===== src/rtl/vex_issue_sched_pkg.sv =====
// Shared vector-lane types: register index width, reservation slot and scheduler request.
package vex_issue_sched_pkg;
  localparam int VREG_IDX_W = 5;

  typedef logic [VREG_IDX_W-1:0] vreg_t;

  // One writeback reservation: valid, destination, and whether it is a multiplier result.
  typedef struct packed {
    logic  v;
    vreg_t dest;
    logic  mul;
  } slot_t;

  // Decoded micro-op as seen by the issue scheduler; src[0] is src1.
  typedef struct packed {
    vreg_t        dest;
    vreg_t [2:0]  src;
    logic  [2:0]  src_use;
    logic         is_mul;
  } sched_req_t;

  localparam slot_t SLOT_EMPTY = '0;
endpackage


===== src/rtl/vex_issue_sched_vscoreboard.sv =====
// Register busy scoreboard: set/clear ports with set-wins priority and a hazard lookup.
module vscoreboard
  import vex_issue_sched_pkg::*;
#(
  parameter int NREG = 32,
  parameter int NSET = 2,
  parameter int NCLR = 2
) (
  input  logic                   clk,
  input  logic                   rst,
  input  logic [NSET-1:0]        set_valid,
  input  vreg_t [NSET-1:0]       set_idx,
  input  logic [NCLR-1:0]        clr_valid,
  input  vreg_t [NCLR-1:0]       clr_idx,
  input  sched_req_t             req,
  output logic                   raw,
  output logic                   waw,
  output logic [NREG-1:0]        busy
);
  logic [NREG-1:0] set_mask;
  logic [NREG-1:0] clr_mask;

  // Decode the set and clear requests into register masks.
  always_comb begin
    set_mask = '0;
    clr_mask = '0;
    for (int i = 0; i < NSET; i++)
      if (set_valid[i]) set_mask[set_idx[i]] = 1'b1;
    for (int i = 0; i < NCLR; i++)
      if (clr_valid[i]) clr_mask[clr_idx[i]] = 1'b1;
  end

  // Busy register; a set on the same register as a clear leaves it busy.
  always_ff @(posedge clk or posedge rst) begin
    if (rst) busy <= '0;
    else     busy <= (busy & ~clr_mask) | set_mask;
  end

  // Hazard lookup: any read source busy (RAW), or the destination busy (WAW).
  always_comb begin
    raw = 1'b0;
    for (int i = 0; i < 3; i++)
      if (req.src_use[i] && busy[req.src[i]]) raw = 1'b1;
    waw = busy[req.dest];
  end
endmodule


===== src/rtl/vex_issue_sched.sv =====
// Issue scheduler for one vector lane: hazard stall, writeback port reservation, stall counter.
module vex_issue_sched
  import vex_issue_sched_pkg::*;
#(
  parameter int MUL_LAT = 4,
  parameter int NREG    = 32,
  parameter int CNT_W   = 32
) (
  input  logic                  clk,
  input  logic                  rst,
  input  logic                  in_valid,
  output logic                  in_ready,
  input  logic [4:0]            in_dest,
  input  logic [14:0]           in_src,
  input  logic [2:0]            in_src_use,
  input  logic                  in_is_mul,
  output logic                  issue_valid,
  input  logic                  ld_valid,
  input  logic [4:0]            ld_dest,
  input  logic                  ld_wb_valid,
  input  logic [4:0]            ld_wb_dest,
  output logic                  wb_valid,
  output logic [4:0]            wb_dest,
  output logic                  wb_is_mul,
  output logic [NREG-1:0]       busy,
  output logic [CNT_W-1:0]      stall_cnt
);
  localparam logic [CNT_W-1:0] CNT_ONE = {{(CNT_W-1){1'b0}}, 1'b1};

  sched_req_t req;
  logic       raw, waw, port;

  // line[k] holds the writeback due k cycles from now. The farthest slot
  // (MUL_LAT) is only ever filled by a mul issuing this cycle, so it needs no
  // register: eff[] is the line as seen this cycle with any new issue overlaid.
  slot_t line [1:MUL_LAT-1];
  slot_t eff  [1:MUL_LAT];

  assign req = '{dest: in_dest, src: in_src, src_use: in_src_use, is_mul: in_is_mul};

  vscoreboard #(.NREG(NREG), .NSET(2), .NCLR(2)) u_sb (
    .clk       (clk),
    .rst       (rst),
    .set_valid ({ld_valid, issue_valid}),
    .set_idx   ({ld_dest, in_dest}),
    .clr_valid ({ld_wb_valid, wb_valid}),
    .clr_idx   ({ld_wb_dest, wb_dest}),
    .req       (req),
    .raw       (raw),
    .waw       (waw),
    .busy      (busy)
  );

  // An ALU op writes next cycle, so it collides with anything already due then.
  assign port        = !in_is_mul && line[1].v;
  assign in_ready    = !(in_valid && (raw || waw || port));
  assign issue_valid = in_valid && in_ready;

  // Overlay this cycle's issue onto the reservation line.
  always_comb begin
    for (int k = 1; k < MUL_LAT; k++) eff[k] = line[k];
    eff[MUL_LAT] = SLOT_EMPTY;
    if (issue_valid) begin
      if (in_is_mul) eff[MUL_LAT] = '{v: 1'b1, dest: in_dest, mul: 1'b1};
      else           eff[1]       = '{v: 1'b1, dest: in_dest, mul: 1'b0};
    end
  end

  // Advance the line one slot per cycle; the nearest slot becomes the writeback.
  always_ff @(posedge clk or posedge rst) begin
    if (rst) begin
      for (int k = 1; k < MUL_LAT; k++) line[k] <= SLOT_EMPTY;
      wb_valid  <= 1'b0;
      wb_dest   <= '0;
      wb_is_mul <= 1'b0;
    end else begin
      for (int k = 1; k < MUL_LAT; k++) line[k] <= eff[k+1];
      wb_valid  <= eff[1].v;
      wb_dest   <= eff[1].dest;
      wb_is_mul <= eff[1].mul;
    end
  end

  // Saturating count of cycles where an offered op was held off.
  always_ff @(posedge clk or posedge rst) begin
    if (rst)                                        stall_cnt <= '0;
    else if (in_valid && !in_ready && stall_cnt != '1) stall_cnt <= stall_cnt + CNT_ONE;
  end
endmodule


===== config.mk =====
export PLATFORM = sky130hd
export DESIGN_NAME = vex_issue_sched
export DESIGN_NICKNAME = d
export VERILOG_FILES = /design/src/rtl/vex_issue_sched_pkg.sv /design/src/rtl/vex_issue_sched_vscoreboard.sv /design/src/rtl/vex_issue_sched.sv
export SDC_FILE = /design/constraint.sdc
export NUM_CORES = 1
export LEC_CHECK = 0
export BUFFER_PORTS_ARGS = -buffer_cell sky130_fd_sc_hd__buf_2
export CAP_MARGIN = 20
export CORE_UTILIZATION = 30
export DETAILED_ROUTE_END_ITERATION = 10
export MAX_ROUTING_LAYER = met4
export PLACE_DENSITY_LB_ADDON = 0.05
export SYNTH_ARGS = -nofsm -noshare
export SYNTH_HDL_FRONTEND = slang
export SYNTH_SLANG_ARGS = --single-unit

===== constraint.sdc =====
create_clock -name clk -period 4.2 [get_ports clk]
set_clock_uncertainty 0.15 [all_clocks]
set_input_delay 0.84 -clock clk [delete_from_list [all_inputs] [get_ports clk]]
set_output_delay 0.84 -clock clk [all_outputs]
set_load 0.01 [all_outputs]

# == Yosys cells after proc, flatten, opt, wreduce, memory -nomap -nowiden ==
# Cells that the tools add are included.
# classes
add_sub_neg,1
order_cmp,11
eq_ne,1
muxes,27
bitwise_logic,5
reduce_logical,16
# op_table
op,count
$mux 32,4
$or 32x32->32,3
$lt 5x6->1 const B,7
$add 32x1->32 const B,1
$and 32x32->32,1
$ne 32x32->1 const B,1
$not 32->32,1
$mux 7,4
$bmux 1 s5,4
$demux 1 s5,4
$ge 5x1->1 const B,4
$logic_and 1x1->1,12
$mux 1,11
$logic_not 1->1,2
$logic_or 1x1->1,2
# totals
reg_bits,92
input_bits,39
output_inout_bits,73

# == Depth between registers and ports, before layout ==
# logic_depth
word_depth,15
ltp_mapped,11
depth_no_buf,8

# == Modules after synthesis ==
# A second synthesis with hierarchy kept.
# hier_totals
cells_unflattened,452
area_unflattened_um2,5268.8
# by_module_without_submodules
mod,n_inst,cells_per_inst,area_each_um2,seq_area_each_um2
vscoreboard,1,260,2871.5,800.8
vex_issue_sched,1,192,2397.3,1426.4

# == Worst setup path after synthesis ==
# Ideal clock, no wire load.
# synth_timing
kind,input -> output
from,in in_src[0]
to,out in_ready
t_arrival_ps,3004
setup_slack_ps,206
path_stages,9
path_cell_list,buf_2 -> mux4_2 -> mux2_2 -> a221o_1 -> a32oi_1 -> and2_0 -> clkbuf_1 -> buf_2 -> nand2b_1
# synth_between
elab_chain_cells,10
# synth_rtl
item,line,source
from (decl),vex_issue_sched.sv:14,"input logic [14:0] in_src,"
$bmux 1 s5,vex_issue_sched_vscoreboard.sv:43,if (req.src_use[i] && busy[req.src[i]]) raw = 1'b1;
$mux 1 (not written as such),vex_issue_sched_vscoreboard.sv:43,
$logic_and 1x1->1,vex_issue_sched_vscoreboard.sv:43,
$mux 1 (3 in a row),vex_issue_sched_vscoreboard.sv:43,
$logic_or 1x1->1 (2 in a row),vex_issue_sched.sv:56,assign in_ready = !(in_valid && (raw || waw || port));
$logic_and 1x1->1,vex_issue_sched.sv:56,
$logic_not 1->1,vex_issue_sched.sv:56,
to (decl),vex_issue_sched.sv:12,"output logic in_ready,"
# No other way between the ends. The select of a mux whose other input is x is not followed.

# == Worst setup path after layout ==
# Same ends and word-level chain as after synthesis.

==> flow_metrics.tcl <==
set metrics [dict create \
    status "finished, final reports clean" \
    numCtsBuffers 9 \
    grt-ovfl-total 0 \
    grtUsageMet3 0.0444 \
    synth_ff_type "dfrtp_1" \
    num_rows 48 \
    die_area_um2 18700 \
    fin_tns_setup_ns 0 \
    syn-cell-area_um2 5440 \
    peakVddDrop_mv 0.238 \
    hp-class "register to register" \
    synth-edff-count 0 \
    detail_route.wl_per_cell_um 24.1 \
    dp_hpwl_um 14400 \
    use_met1 0.331 \
    io_buffers 111 \
    crit_buf_inv 2 \
    synth_common_cells "dfrtp_1, a22oi_1, nand2_1" \
    slowest_stage "mux4_2" \
    grt_pass1_wl_um 30300 \
    yosysMostFrequentCell "dfrtp_1" \
    cts_resized 0 \
    path_clk_slew_ns 0.06 \
    start_kind "input pin" \
    slew_headroom 0.432 \
    drt_iter0_markers 589 \
    syn_to_final_growth_pct 20.3 \
    slew_violations 0 \
    synth-seq-cells 89 \
    path_class "input pin to output pin" \
    layout_min_cycle_time_ns 4.12 \
    post-cts-setup-buffers 0 \
    fin_nets 655 \
    fill_cells 1768 \
    synth-xor-area-share 0.0499 \
    worstPathArrival_ns 3.13 \
    grt_antenna_before_repair 0 \
    track_usage 0.231 \
    synth_top_family_by_area "simple AND/OR/NAND/NOR gates" \
    core_area_um2 17500 \
    rsz0062_at_grt "no" \
    io_pins 112 \
    insertion_delay_ns 0.35 \
    finalHoldViolCount 0 \
    gp_congestion 0.868 \
    start_util 0.311 \
    cts_buffer_depth 2 \
    drc 0 \
    synth_compound_area_frac 0.160 \
    synth_area_leader_cell "dfrtp_1" \
    ff_latch_area_um2 2230 \
    leakage_nw 2.99 \
    multiInputGateArea_um2 3020 \
    cp_common_cell "buf_2" \
    tritoncts "built" \
    drive_gt1_frac 0.318 \
    wirelength_um 20300 \
    fin_hold_ws_ns 0.201 \
    grt.met2_usage 0.330 \
    yosys-mux-area-fraction 0.160 \
    grt.busiest_layer "met1" \
    end_kind "output pin" \
    synthArstFlopShare 1.00 \
    synthCells 510 \
    synthesis.nets 550 \
    synthAdderAreaFrac 0.00230 \
    p_per_area_nw_per_um2 473 \
    yosysTopAreaCellShare 0.409 \
    dr.pass1.iters 6 \
    max_clock_freq_mhz 243 \
    die_w_um 137 \
    cp_top_family "multiplexers" \
    synth.distinct_cells 55 \
    cts_sinks 89 \
    dp_slack_ns 0.0925 \
    ant_nets 0 \
    setup_viol 0 \
    required_ns 3.21 \
    synth_area_leaders "dfrtp_1, mux4_2, a22oi_1" \
    final_util 0.374 \
    worstMarginPinSlew_ns 0.853 \
    synth.yosys.warnings 0 \
    cts_hold_buf 0 \
    yosys.area_share.simple 0.183 \
    finalCritPeriodShare 0.982 \
    grt_pass1_vias 4845 \
    viasPerCell 5.93 \
    diodes 0 \
    maxCapViolations 0 \
    cpPeakStageDelay_ns 0.53 \
    ys_seq_area_frac 0.409 \
    worstPathCellList "buf_2, mux4_2, mux2_2, a221o_1, a32oi_1, and2_0, nand2b_1, buf_2" \
    setup_ws_ns 0.0769 \
    grt_max_degree 50 \
    path_max_fanout 8 \
    vias 5009 \
    cts_root_buf "clkbuf_16" \
    syn_area_per_cell_um2 10.7 \
    die_h_um 137 \
    htreeDepth 3 \
]
[layout by cell type, fill, tap and decap left out, types with 12 or more instances in the layout]
cell / Yosys / routed
a22oi_1: 62 / 62
buf_2: 13 / 111
buf_4: 1 / 16
dfrtp_1: 89 / 89
mux2_2: 12 / 12
mux4_2: 29 / 29
nand2_1: 38 / 38
nand3_1: 15 / 15
nor2_1: 19 / 19
nor3_1: 19 / 19
nor3b_1: 15 / 15
o21ai_0: 14 / 14
o31ai_1: 17 / 17
xor2_1: 27 / 27
[cell families (layout without fill, tap and decap cells)]
group	count (synthesis)	after routing
XOR/XNOR	31	31
buffers and inverters	47	157
adder cells (fa/ha/maj)	1	1
AND/OR/NAND/NOR	178	178
multiplexers	49	49
AO/OA/AOI/OAI	115	115
flip-flops	89	89
[final timing paths]
kind	from	to	slack, ns	cells after the start
worst max-delay path	in_src[0]	in_ready	0.08	8
worst min-delay path	eff[8]	eff[15]	0.20	0
worst max register to register	u_sb.busy[14]	stall_cnt[1]	0.81	8
worst min register to register	eff[8]	eff[15]	0.20	0
max in group asynchronous	rst	u_sb.busy[7]	2.55	3
min in group asynchronous	rst	stall_cnt[1]	0.47	2
[area by class of cell]
type,instances,share of cell area
Inverter,13,0.00765
Multi-Input combinational cell,374,0.461
Timing Repair Buffer,128,0.104
Clock buffer,9,0.0344
Tap cell,225,0.0430
Sequential cell,89,0.340
Clock inverter,7,0.00937
[state kept, by name (all words and copies together), names as in the netlist]
| signal | cells |
|---|---|
| wb_is_mul | 1 |
| eff | 12 |
| u_sb.busy | 32 |
| line | 6 |
| wb_dest | 5 |
| stall_cnt | 32 |
| wb_valid | 1 |
[through the flow]
stage	cells	cell area (um2)	power [W]
after CTS	844	6540	0.00310
after global routing	845	6540	0.00324
final	845	6540	0.00309
after global placement	828	6250	0.00230
after floorplan	510	5440	0.00178
after detailed placement	828	6250	0.00230
[worst reg2reg max path, cell delays in order (launching register included)]
cell	delay (ns)
dfrtp_1	0.53
mux4_2	0.51
mux2_2	0.28
a221o_1	0.35
a32oi_1	0.41
and2_0	0.27
buf_4	0.35
nor2_1	0.14
mux2_2	0.28
[per-layer routing]
metal  share of wire  vias to the layer above
met5               0                        -
met4           0.019                        0
met1            0.45                     2518
met3           0.087                       32
met2            0.45                      269
li1                -                     2190
[power by group]
group | internal, W | leakage (nW) | switching, W
clock network | 0.000413 | 0.135 | 0.000376
logic | 0.000473 | 1.71 | 0.000497
registers | 0.000999 | 1.14 | 0.000333
total | 0.00189 | 2.99 | 0.00121
Power figures use the tool's default switching activity.
